<file path="config.mk">
export PLATFORM = sky130hd
export DESIGN_NAME = ocm_atomic_unit
export DESIGN_NICKNAME = d
export VERILOG_FILES = /design/src/rtl/ocm_atomic_unit_pkg.sv /design/src/rtl/ocm_atomic_unit_amo_alu.sv /design/src/rtl/ocm_atomic_unit.sv
export SDC_FILE = /design/constraint.sdc
export NUM_CORES = 1
export LEC_CHECK = 0
export CORE_ASPECT_RATIO = 1.4
export CORE_MARGIN = 3
export CORE_UTILIZATION = 55
export DETAILED_ROUTE_END_ITERATION = 10
export GPL_TIMING_DRIVEN = 0
export PLACE_DENSITY_LB_ADDON = 0.15
export SETUP_SLACK_MARGIN = 0.05
export SLEW_MARGIN = 5
export SYNTH_ARGS = -nofsm -noshare
export SYNTH_HDL_FRONTEND = slang
export SYNTH_SLANG_ARGS = --single-unit
</file>
<file path="constraint.sdc">
create_clock -name clk -period 5.05 [get_ports clk]
set_input_delay 0.7575 -clock clk [delete_from_list [all_inputs] [get_ports clk]]
set_output_delay 0.7575 -clock clk [all_outputs]
set_load 0.01 [all_outputs]
</file>
<file path="src/rtl/ocm_atomic_unit_pkg.sv">
// Shared definitions for the OCM atomic unit: RISC-V AMO funct5 codes,
// FSM state encodings and op classification.
package ocm_atomic_unit_pkg;

  localparam int unsigned FUNCT5_BITS = 5;

  localparam logic [FUNCT5_BITS-1:0] AMO_ADD  = 5'b00000;
  localparam logic [FUNCT5_BITS-1:0] AMO_SWAP = 5'b00001;
  localparam logic [FUNCT5_BITS-1:0] AMO_LR   = 5'b00010;
  localparam logic [FUNCT5_BITS-1:0] AMO_SC   = 5'b00011;
  localparam logic [FUNCT5_BITS-1:0] AMO_XOR  = 5'b00100;
  localparam logic [FUNCT5_BITS-1:0] AMO_OR   = 5'b01000;
  localparam logic [FUNCT5_BITS-1:0] AMO_AND  = 5'b01100;
  localparam logic [FUNCT5_BITS-1:0] AMO_MIN  = 5'b10000;
  localparam logic [FUNCT5_BITS-1:0] AMO_MAX  = 5'b10100;
  localparam logic [FUNCT5_BITS-1:0] AMO_MINU = 5'b11000;
  localparam logic [FUNCT5_BITS-1:0] AMO_MAXU = 5'b11100;

  typedef enum logic [2:0] {
    ST_IDLE = 3'd0,
    ST_RD   = 3'd1,
    ST_CALC = 3'd2,
    ST_WR   = 3'd3,
    ST_DONE = 3'd4
  } amo_state_e;

  // True for ops that always write back a result (everything except LR/SC/unknown).
  function automatic logic is_rmw_op(input logic [FUNCT5_BITS-1:0] op);
    case (op)
      AMO_ADD, AMO_SWAP, AMO_XOR, AMO_OR, AMO_AND,
      AMO_MIN, AMO_MAX, AMO_MINU, AMO_MAXU: is_rmw_op = 1'b1;
      default:                              is_rmw_op = 1'b0;
    endcase
  endfunction

endpackage

</file>
<file path="src/rtl/ocm_atomic_unit_amo_alu.sv">
// Combinational AMO ALU: (op, old, op2) -> value to write back.
// Shared with the cache atomic path.
module ocm_atomic_unit_amo_alu
  import ocm_atomic_unit_pkg::*;
#(
  parameter int unsigned DATA_BITS = 32
) (
  input  logic [FUNCT5_BITS-1:0] op_i,
  input  logic [DATA_BITS-1:0]   old_i,
  input  logic [DATA_BITS-1:0]   op2_i,
  output logic [DATA_BITS-1:0]   result_o
);

  logic lt_s;
  logic lt_u;

  assign lt_s = $signed(old_i) < $signed(op2_i);
  assign lt_u = old_i < op2_i;

  always_comb begin
    result_o = old_i;
    case (op_i)
      AMO_ADD:          result_o = old_i + op2_i;
      AMO_SWAP, AMO_SC: result_o = op2_i;
      AMO_XOR:          result_o = old_i ^ op2_i;
      AMO_OR:           result_o = old_i | op2_i;
      AMO_AND:          result_o = old_i & op2_i;
      AMO_MIN:          result_o = lt_s ? old_i : op2_i;
      AMO_MAX:          result_o = lt_s ? op2_i : old_i;
      AMO_MINU:         result_o = lt_u ? old_i : op2_i;
      AMO_MAXU:         result_o = lt_u ? op2_i : old_i;
      default:          result_o = old_i;
    endcase
  end

endmodule

</file>
<file path="src/rtl/ocm_atomic_unit.sv">
// OCM port atomic unit: plain accesses pass straight through; AMO/LR/SC run
// as a locked read-modify-write on the BRAM while the core is stalled.
module ocm_atomic_unit
  import ocm_atomic_unit_pkg::*;
#(
  parameter int unsigned ADDR_BITS = 12,
  parameter int unsigned DATA_BITS = 32
) (
  input  logic                     clk,
  input  logic                     nrst,
  input  logic [ADDR_BITS-1:0]     i_addr,
  input  logic [DATA_BITS-1:0]     i_data,
  input  logic [DATA_BITS/8-1:0]   i_dm_write,
  input  logic                     i_wr,
  input  logic                     i_rd,
  input  logic                     i_atomic_lock,
  input  logic [FUNCT5_BITS-1:0]   i_amo_op,
  input  logic                     i_snoop_wr,
  input  logic [ADDR_BITS-1:0]     i_snoop_addr,
  output logic                     o_stall,
  output logic [DATA_BITS-1:0]     o_rdata,
  output logic [ADDR_BITS-1:0]     o_mem_addr,
  output logic [DATA_BITS-1:0]     o_mem_wdata,
  output logic [DATA_BITS/8-1:0]   o_mem_we,
  output logic                     o_mem_en,
  output logic                     o_mem_lock,
  input  logic [DATA_BITS-1:0]     i_mem_rdata
);

  amo_state_e             state_q, state_d;
  logic [ADDR_BITS-1:0]   addr_q, addr_d;
  logic [FUNCT5_BITS-1:0] op_q, op_d;
  logic [DATA_BITS-1:0]   op2_q, op2_d;
  logic [DATA_BITS-1:0]   old_q, old_d;
  logic [DATA_BITS-1:0]   ret_q, ret_d;
  logic                   res_valid_q, res_valid_d;
  logic [ADDR_BITS-1:0]   res_addr_q, res_addr_d;
  logic                   snoop_hit;
  logic                   sc_ok;
  logic [DATA_BITS-1:0]   alu_result;

  ocm_atomic_unit_amo_alu #(.DATA_BITS(DATA_BITS)) u_alu (
    .op_i     (op_q),
    .old_i    (old_q),
    .op2_i    (op2_q),
    .result_o (alu_result)
  );

  assign snoop_hit = i_snoop_wr && (i_snoop_addr == res_addr_q);
  // A snoop landing on the SC decision cycle already kills the reservation.
  assign sc_ok     = res_valid_q && !snoop_hit && (res_addr_q == addr_q);

  always_comb begin
    state_d     = state_q;
    addr_d      = addr_q;
    op_d        = op_q;
    op2_d       = op2_q;
    old_d       = old_q;
    ret_d       = ret_q;
    res_valid_d = res_valid_q;
    res_addr_d  = res_addr_q;
    o_stall     = 1'b0;
    o_rdata     = '0;
    o_mem_addr  = addr_q;
    o_mem_wdata = '0;
    o_mem_we    = '0;
    o_mem_en    = 1'b0;
    o_mem_lock  = 1'b0;

    if (snoop_hit) res_valid_d = 1'b0;

    case (state_q)
      ST_IDLE: begin
        if (i_atomic_lock) begin
          addr_d     = i_addr;
          op_d       = i_amo_op;
          op2_d      = i_data;
          o_stall    = 1'b1;
          o_mem_addr = i_addr;
          state_d    = ST_RD;
        end else begin
          o_mem_addr  = i_addr;
          o_mem_en    = i_rd | i_wr;
          o_mem_we    = i_wr ? i_dm_write : '0;
          o_mem_wdata = i_data;
          o_rdata     = i_mem_rdata;
          if (i_wr && (i_addr == res_addr_q)) res_valid_d = 1'b0;
        end
      end
      ST_RD: begin
        o_stall    = 1'b1;
        o_mem_en   = 1'b1;
        o_mem_lock = 1'b1;
        state_d    = ST_CALC;
      end
      ST_CALC: begin
        o_stall    = 1'b1;
        o_mem_lock = 1'b1;
        old_d      = i_mem_rdata;
        ret_d      = i_mem_rdata;
        if (op_q == AMO_LR) begin
          res_valid_d = 1'b1;
          res_addr_d  = addr_q;
          state_d     = ST_DONE;
        end else if (op_q == AMO_SC) begin
          res_valid_d = 1'b0;
          ret_d       = sc_ok ? '0 : DATA_BITS'(1);
          state_d     = sc_ok ? ST_WR : ST_DONE;
        end else begin
          state_d = is_rmw_op(op_q) ? ST_WR : ST_DONE;
        end
      end
      ST_WR: begin
        o_stall     = 1'b1;
        o_mem_en    = 1'b1;
        o_mem_we    = '1;
        o_mem_wdata = alu_result;
        o_mem_lock  = 1'b1;
        state_d     = ST_DONE;
      end
      ST_DONE: begin
        o_rdata = ret_q;
        state_d = ST_IDLE;
      end
      default: state_d = ST_IDLE;
    endcase

    // Outputs read as zero while reset is held, independent of the inputs.
    if (!nrst) begin
      o_stall     = 1'b0;
      o_rdata     = '0;
      o_mem_addr  = '0;
      o_mem_wdata = '0;
      o_mem_we    = '0;
      o_mem_en    = 1'b0;
      o_mem_lock  = 1'b0;
    end
  end

  always_ff @(posedge clk or negedge nrst) begin
    if (!nrst) begin
      state_q     <= ST_IDLE;
      addr_q      <= '0;
      op_q        <= '0;
      op2_q       <= '0;
      old_q       <= '0;
      ret_q       <= '0;
      res_valid_q <= 1'b0;
      res_addr_q  <= '0;
    end else begin
      state_q     <= state_d;
      addr_q      <= addr_d;
      op_q        <= op_d;
      op2_q       <= op2_d;
      old_q       <= old_d;
      ret_q       <= ret_d;
      res_valid_q <= res_valid_d;
      res_addr_q  <= res_addr_d;
    end
  end

endmodule

</file>
== Word level (Yosys, flattened, before mapping) ==
Memory sizes are Yosys's and may differ from the RTL's.
Index checks and enable logic that the tools add are counted.

* Mux-type cells: 43
* Bitwise operators: 4
* $add $sub $neg: 1
* Magnitude comparators: 2
* Equality and inequality tests: 18
* Reductions and logical operators: 12

{| class="wikitable"
|+ Operators by type and width
! operator !! count
|-
| $mux W32 || 10
|-
| $pmux W32 S9 || 1
|-
| $pmux W32 S2 || 2
|-
| $lt A32 B32 Y1 || 2
|-
| $eq A12 B12 Y1 || 3
|-
| $add A32 B32 Y32 || 1
|-
| $and A32 B32 Y32 || 1
|-
| $or A32 B32 Y32 || 1
|-
| $xor A32 B32 Y32 || 1
|-
| $mux W12 || 2
|-
| $eq A5 B5 Y1 const B || 4
|-
| $mux W1 || 15
|-
| $mux W3 || 5
|-
| $mux W4 || 3
|-
| $pmux W3 S4 || 1
|-
| $eq A5 B2 Y1 const B || 2
|-
| $eq A5 B4 Y1 const B || 2
|-
| $pmux W4 S2 || 1
|-
| $eq A3 B2 Y1 const B || 2
|-
| $pmux W1 S2 || 3
|-
| $eq A5 B1 Y1 const B || 1
|-
| $eq A5 B3 Y1 const B || 1
|-
| $logic_not A5 Y1 || 1
|-
| $logic_and A1 B1 Y1 || 4
|-
| 9 further kinds || 11
|}

* Logic and storage cells: 89
* Bits in read-only memories: 32
* Output and inout port bits: 83
* Memories kept: 1
* Bits of input ports: 103
* Flip-flop bits (word level): 129

{| class="wikitable"
|+ Memory list
! name !! words !! bits a word !! rd ports !! clocked after memory_dff !! wr ports !! RTL line !! RTL
|-
| (name not given) || 32 || 1 || 1 || 0 || 0 || ocm_atomic_unit_pkg.sv:29 || <nowiki>case (op)</nowiki>
|}

== Longest topological paths before layout ==
Gate-level depths: netlist (run 1).

* Word-level depth: 9
* Gate-level depth with buffers: 14
* Depth with buffers taken out: 12

== By module ==
Synthesis (run 1) repeated with hierarchy kept, for this count alone.

* Cells, all modules: 1,507
* Area, all modules: 11,448.5 um^2

{| class="wikitable"
|+ Modules (own cells, without submodules)
! module !! seq. area each (um^2) !! instances !! cells each !! area an instance (um^2)
|-
| ocm_atomic_unit || 3,228.1 || 1 || 764 || 6,571.3
|-
| ocm_atomic_unit_amo_alu || 0.0 || 1 || 743 || 4,877.2
|}

== Worst setup path before layout (run 1) ==
Ideal clock, no wire load.

* Kind: register to output
* Start point: register op2_q[31]
* End point: output o_mem_wdata[14]
* Buffers on the path: 2
* Cell stages (with the launch flop): 12
* Data required time: 4,293 ps
* Arrival: 3,193 ps
* Slack: 1,099 ps
* Cell sequence: dfrtp_1 -> inv_1 -> ha_1 -> clkbuf_1 -> nor2_1 -> a221oi_4 -> o21ai_2 -> o41ai_4 -> mux2i_1 -> buf_2 -> a221oi_1 -> a221oi_1

* Cells in the longest elaborated chain, start to end: 5
* Elaborated cells on any way between the ends: 9
* Those cells by class: 2 x order compare; 7 x mux

{| class="wikitable"
|+ Ends and longest elaborated chain
! what !! RTL line !! RTL
|-
| start: declaration || ocm_atomic_unit.sv:33 || <nowiki>logic [DATA_BITS-1:0] op2_q, op2_d;</nowiki>
|-
| start signal: assignment || ocm_atomic_unit.sv:154 || <nowiki>op2_q <= op2_d;</nowiki>
|-
| $lt A32 B32 Y1 (on tied branches) || ocm_atomic_unit_amo_alu.sv:18, ocm_atomic_unit_amo_alu.sv:17 ||
|-
| $mux W32 (on tied branches) || - ||
|-
| $pmux W32 S9 * || ocm_atomic_unit_amo_alu.sv:22 || <nowiki>case (op_i)</nowiki>
|-
| $pmux W32 S2 * || ocm_atomic_unit.sv:72 || <nowiki>case (state_q)</nowiki>
|-
| $mux W32 * || ocm_atomic_unit.sv:129 || <nowiki>if (!nrst) begin</nowiki>
|-
| end: declaration || ocm_atomic_unit.sv:23 || <nowiki>output logic [DATA_BITS-1:0] o_mem_wdata,</nowiki>
|}

Every way passes the cells marked *; elsewhere a longest branch is shown, timed or not.

== Final worst setup path (run 1) ==
* Start point: register op2_q[4]
* End point: output o_mem_wdata[30]

Same word-level chain as after synthesis.

==> results_tabular.tex, run 1 <==
\begin{tabular}{lr}
\hline
Metric & Value \\
\hline
\multicolumn{2}{l}{\textbf{Status}} \\
Outcome & complete, no violations \\
\multicolumn{2}{l}{\textbf{Placement}} \\
RD Place Congestion & 1.045 \\
DP Wirelength & 32,170 um \\
Number of input and output port buffers inserted & 185 \\
Placed cell area & 13,120 sq um \\
\multicolumn{2}{l}{\textbf{Die}} \\
\# IOs & 186 \\
Vertical extent of the die & 172.7 um \\
Floorplan Core Area & 19,370 sq um \\
Effective utilization at floorplan & 0.5640 \\
Placement Rows & 60 \\
Die Footprint & 21,610 sq um \\
Die extent in x & 125.1 um \\
\multicolumn{2}{l}{\textbf{Clock tree}} \\
Number of hold buffers added after cts & 0 \\
CTS H-tree lvls & 4 \\
Number of CTS-inserted buffers & 17 \\
Worst-path clk slew & 70 ps \\
CTS Buffer Depth & 2 \\
CTS root buffer & sky130\_fd\_sc\_hd\_\_clkbuf\_16 \\
Sinks on Clock Net & 129 \\
Clock tree from TritonCTS & built \\
Clk\_lat worst skew & 440 ps \\
\multicolumn{2}{l}{\textbf{Pwr}} \\
VDD IR-drop max & 0.3925 mV \\
Power per cell area & 731.0 nW/um\^{}2 \\
Leakage Power & 0.006112 uW \\
Design Power & 10,440 uW \\
\multicolumn{2}{l}{\textbf{Synthesis}} \\
Mapped Area & 10,920 sq um \\
Most numerous cell in the Yosys netlist & sky130\_fd\_sc\_hd\_\_nand2\_1 \\
Number of synthesized register bits & 129 \\
Commonest cells in the synthesized netlist & sky130\_fd\_sc\_hd\_\_nand2\_1 (177), sky130\_fd\_sc\_hd\_\_o21ai\_0 (144), sky130\_fd\_sc\_hd\_\_dfrtp\_1 (129) \\
Post-synthesis cell type count & 70 \\
Synthesized area per cell & 8.182 sq um \\
Cells taking the most area after synthesis & sky130\_fd\_sc\_hd\_\_dfrtp\_1 (30\%), sky130\_fd\_sc\_hd\_\_ha\_1 (11\%), sky130\_fd\_sc\_hd\_\_o21ai\_0 (6.6\%) \\
Top flip-flop cell by instance count after synthesis & sky130\_fd\_sc\_hd\_\_dfrtp\_1 \\
Dominant cell type by area after synthesis & sky130\_fd\_sc\_hd\_\_dfrtp\_1 \\
Number of synthesized flops with an enable pin & 0 \\
Post-synth top area share & 0.2955 \\
Share of synthesized flip-flops with an asynchronous set or reset & 1.000 \\
Synthesized Nets & 1,535 \\
Yosys warns & 0 \\
Instance count of the mapped netlist & 1,335 \\
Post-synthesis sequential area ratio & 0.2955 \\
\multicolumn{2}{l}{\textbf{Timing}} \\
Share of the cycle needed by the critical path after routing & 0.9953 \\
Slew HR & 0.3305 \\
Final sum of negative setup slack & 0 ps \\
Worst hold-check slack & 258.6 ps \\
Post-layout minimum cycle time & 5026 ps \\
Maximum clock skew at final layout & 9.381 ps \\
Maximum clock frequency & 0.1989 GHz \\
Endpoints failing setup & 0 \\
Actual slew at the worst max-slew pin & 1004 ps \\
RSZ-0062 raised after global routing & yes \\
Pins over their slew limit & 0 \\
Count of endpoints failing hold in the final timing report & 0 \\
\multicolumn{2}{l}{\textbf{Final layout}} \\
Share of post-route cells with drive strength above 1 & 0.1198 \\
Final Net Count & 1,765 \\
Final core utilization & 0.7376 \\
Signed area change from the synthesized netlist to the final layout & 30.79\% \\
ANT cells & 0 \\
Filler Cells Inserted & 1,546 \\
Final instance area & 14,290 sq um \\
\multicolumn{2}{l}{\textbf{Global routing}} \\
Via count of the first global-routing pass & 11.93k \\
Global-route wire length before repair & 66,990 um \\
Pin count of the biggest net entering global routing & 86 \\
Antenna violations before repair & 3 \\
Overall routing resource usage & 0.3949 \\
GRT Residual Overflow & 0 \\
\multicolumn{2}{l}{\textbf{Setup path}} \\
Most numerous cell on the critical path & sky130\_fd\_sc\_hd\_\_inv\_1 \\
Required time of the critical path & 4290 ps \\
Startpoint-to-endpoint class of the critical path & flop to output pin \\
Critical Path End Type & output pin \\
Slowest cell delay on critical path & 520 ps \\
Slowest stage cell on the critical path & sky130\_fd\_sc\_hd\_\_o311ai\_0 \\
Max Fanout on Critical Path & 7 \\
Critical path arrival & 4270 ps \\
Crit start category & flop \\
CP Cell Sequence & inv\_1, ha\_2, inv\_1, o311a\_1, o21ai\_0, o21a\_1, a311o\_1, a41oi\_2, o311ai\_0, o211ai\_1, mux2i\_1, a221oi\_1, dlygate4sd2\_1 \\
\multicolumn{2}{l}{\textbf{Route}} \\
Antenna-violating nets left & 0 \\
Routed length on met1 & 16,150 um \\
Final routed wirelength across all metal layers & 44,710 um \\
Number of design-rule violations left by the first detailed-router iteration & 1,357 \\
Total DRC errors in the routed layout & 0 \\
Met2 routed WL & 20,340 um \\
Number of detailed-routing iterations run before antenna repair & 5 \\
Avg WL per Cell & 24.50 um \\
Met3 routed WL & 4463 um \\
Overall via count from detail\_route & 12.06k \\
Highest routing layer actually used & met5 \\
Detailed-route vias per instance & 6.609 \\
\multicolumn{2}{l}{\textbf{Hold path}} \\
Path class of the lowest-slack min-delay path & input port to async pin \\
\multicolumn{2}{l}{\textbf{Run}} \\
Number of max-cap violations & 0 \\
\hline
\end{tabular}
## registers in the layout, indices dropped and copies added (netlist names)
name	flops
res_addr_q	12
ret_q	32
op2_q	32
state_q	3
op_q	5
res_valid_q	1
old_q	32
addr_q	12
## path summary, 6_finish.rpt
path / to / from / cells after the start / slack, ps
worst max-delay path: o_mem_wdata[30] / op2_q[4] / 13 / 20
worst min-delay path: op2_q[13] / nrst / 1 / 260
worst max register to register: state_q[0] / op_q[1] / 9 / 1800
worst min register to register: ret_q[0] / ret_q[0] / 2 / 500
max in group asynchronous: op2_q[31] / nrst / 2 / 3930
min in group clk: ret_q[0] / ret_q[0] / 2 / 500
## critical path: cells and delay by family (launching register included)
family                   cells  cell delay, ps
buffers and inverters        3             480
flip-flops                   1             400
adder cells (fa/ha/maj)      1             390
multiplexers                 1             150
AO/OA/AOI/OAI                8            2420
## area by class of cell
type | instances | area (sq um) | share of cell area
clock inverters | 14 | 120.1 | 0.008408
well taps | 248 | 310.3 | 0.02172
plain buffers | 91 | 444.2 | 0.03109
multi-input cells | 1032 | 7363 | 0.5154
clock buffers | 17 | 425.4 | 0.02978
inverters | 80 | 300.3 | 0.02102
repair buffers | 214 | 2092 | 0.1464
flip-flops and latches | 129 | 3231 | 0.2261
## per-layer routing
layer  global-route usage  up-vias
met2               0.6362      837
li1                     -     5299
met4               0.2744        6
met5                    0        -
met3               0.1017      261
met1               0.4570     5659
## power breakdown
| group | internal (uW) | switching, uW |
|---|---|---|
| clock network | 639 | 550 |
| logic | 2900 | 4300 |
| registers | 1530 | 525 |
| total | 5070 | 5370 |
## metrics by stage
| step | worst slack, ps | instances |
|---|---|---|
| after CTS | 50.55 | 1818 |
| after floorplan | 1099 | 1335 |
| final | 23.57 | 1825 |
| after detailed placement | -740.8 | 1769 |
| after global placement | -6893 | 1768 |
| after global routing | -169.9 | 1825 |
## cells by family (layout without fill, tap and decap cells)
kind of cell / Yosys count / in the layout / share of synthesized area
simple gates: 382 / 382 / 0.1583
buf+inv: 174 / 416 / 0.06357
compound gates: 452 / 452 / 0.2797
xor+xnor: 51 / 51 / 0.04089
flops: 129 / 129 / 0.2955
mux: 50 / 50 / 0.05017
fa+ha+maj: 97 / 97 / 0.1118
## cells in the final DEF, fill, tap and decap left out, types with 23 or more instances in the layout
cell type and instances:
sky130_fd_sc_hd__nand2_1 177, sky130_fd_sc_hd__nor2_1 77, sky130_fd_sc_hd__a22o_1 35, sky130_fd_sc_hd__buf_4 28, sky130_fd_sc_hd__o21ai_0 140, sky130_fd_sc_hd__a221oi_1 23, sky130_fd_sc_hd__inv_1 75, sky130_fd_sc_hd__a21oi_1 63
sky130_fd_sc_hd__clkbuf_1 66, sky130_fd_sc_hd__a22oi_1 34, sky130_fd_sc_hd__clkdlybuf4s50_1 153, sky130_fd_sc_hd__mux2_2 38, sky130_fd_sc_hd__dfrtp_1 127, sky130_fd_sc_hd__xnor2_1 33, sky130_fd_sc_hd__ha_1 88
## what timing repair did
action	in CTS	in global routing
pin swaps	20	15
endpoints found under the setup margin	32	42
resized for setup	84	50
setup buffers	18	10
Note: power is estimated with default switching activity, not from simulation.
==> inputs of run 2 (changes only) <==
--- a/config.mk
+++ b/config.mk
@@ -5,6 +5,7 @@
 export SDC_FILE = /design/constraint.sdc
 export NUM_CORES = 1
 export LEC_CHECK = 0
+export CAP_MARGIN = 5
 export CORE_ASPECT_RATIO = 1.4
 export CORE_MARGIN = 3
 export CORE_UTILIZATION = 55
@@ -12,7 +13,6 @@
 export GPL_TIMING_DRIVEN = 0
 export PLACE_DENSITY_LB_ADDON = 0.15
 export SETUP_SLACK_MARGIN = 0.05
-export SLEW_MARGIN = 5
 export SYNTH_ARGS = -nofsm -noshare
 export SYNTH_HDL_FRONTEND = slang
 export SYNTH_SLANG_ARGS = --single-unit
==> results of run 2 <==
Final layout, timing and power as in run 1 (identical DEF).
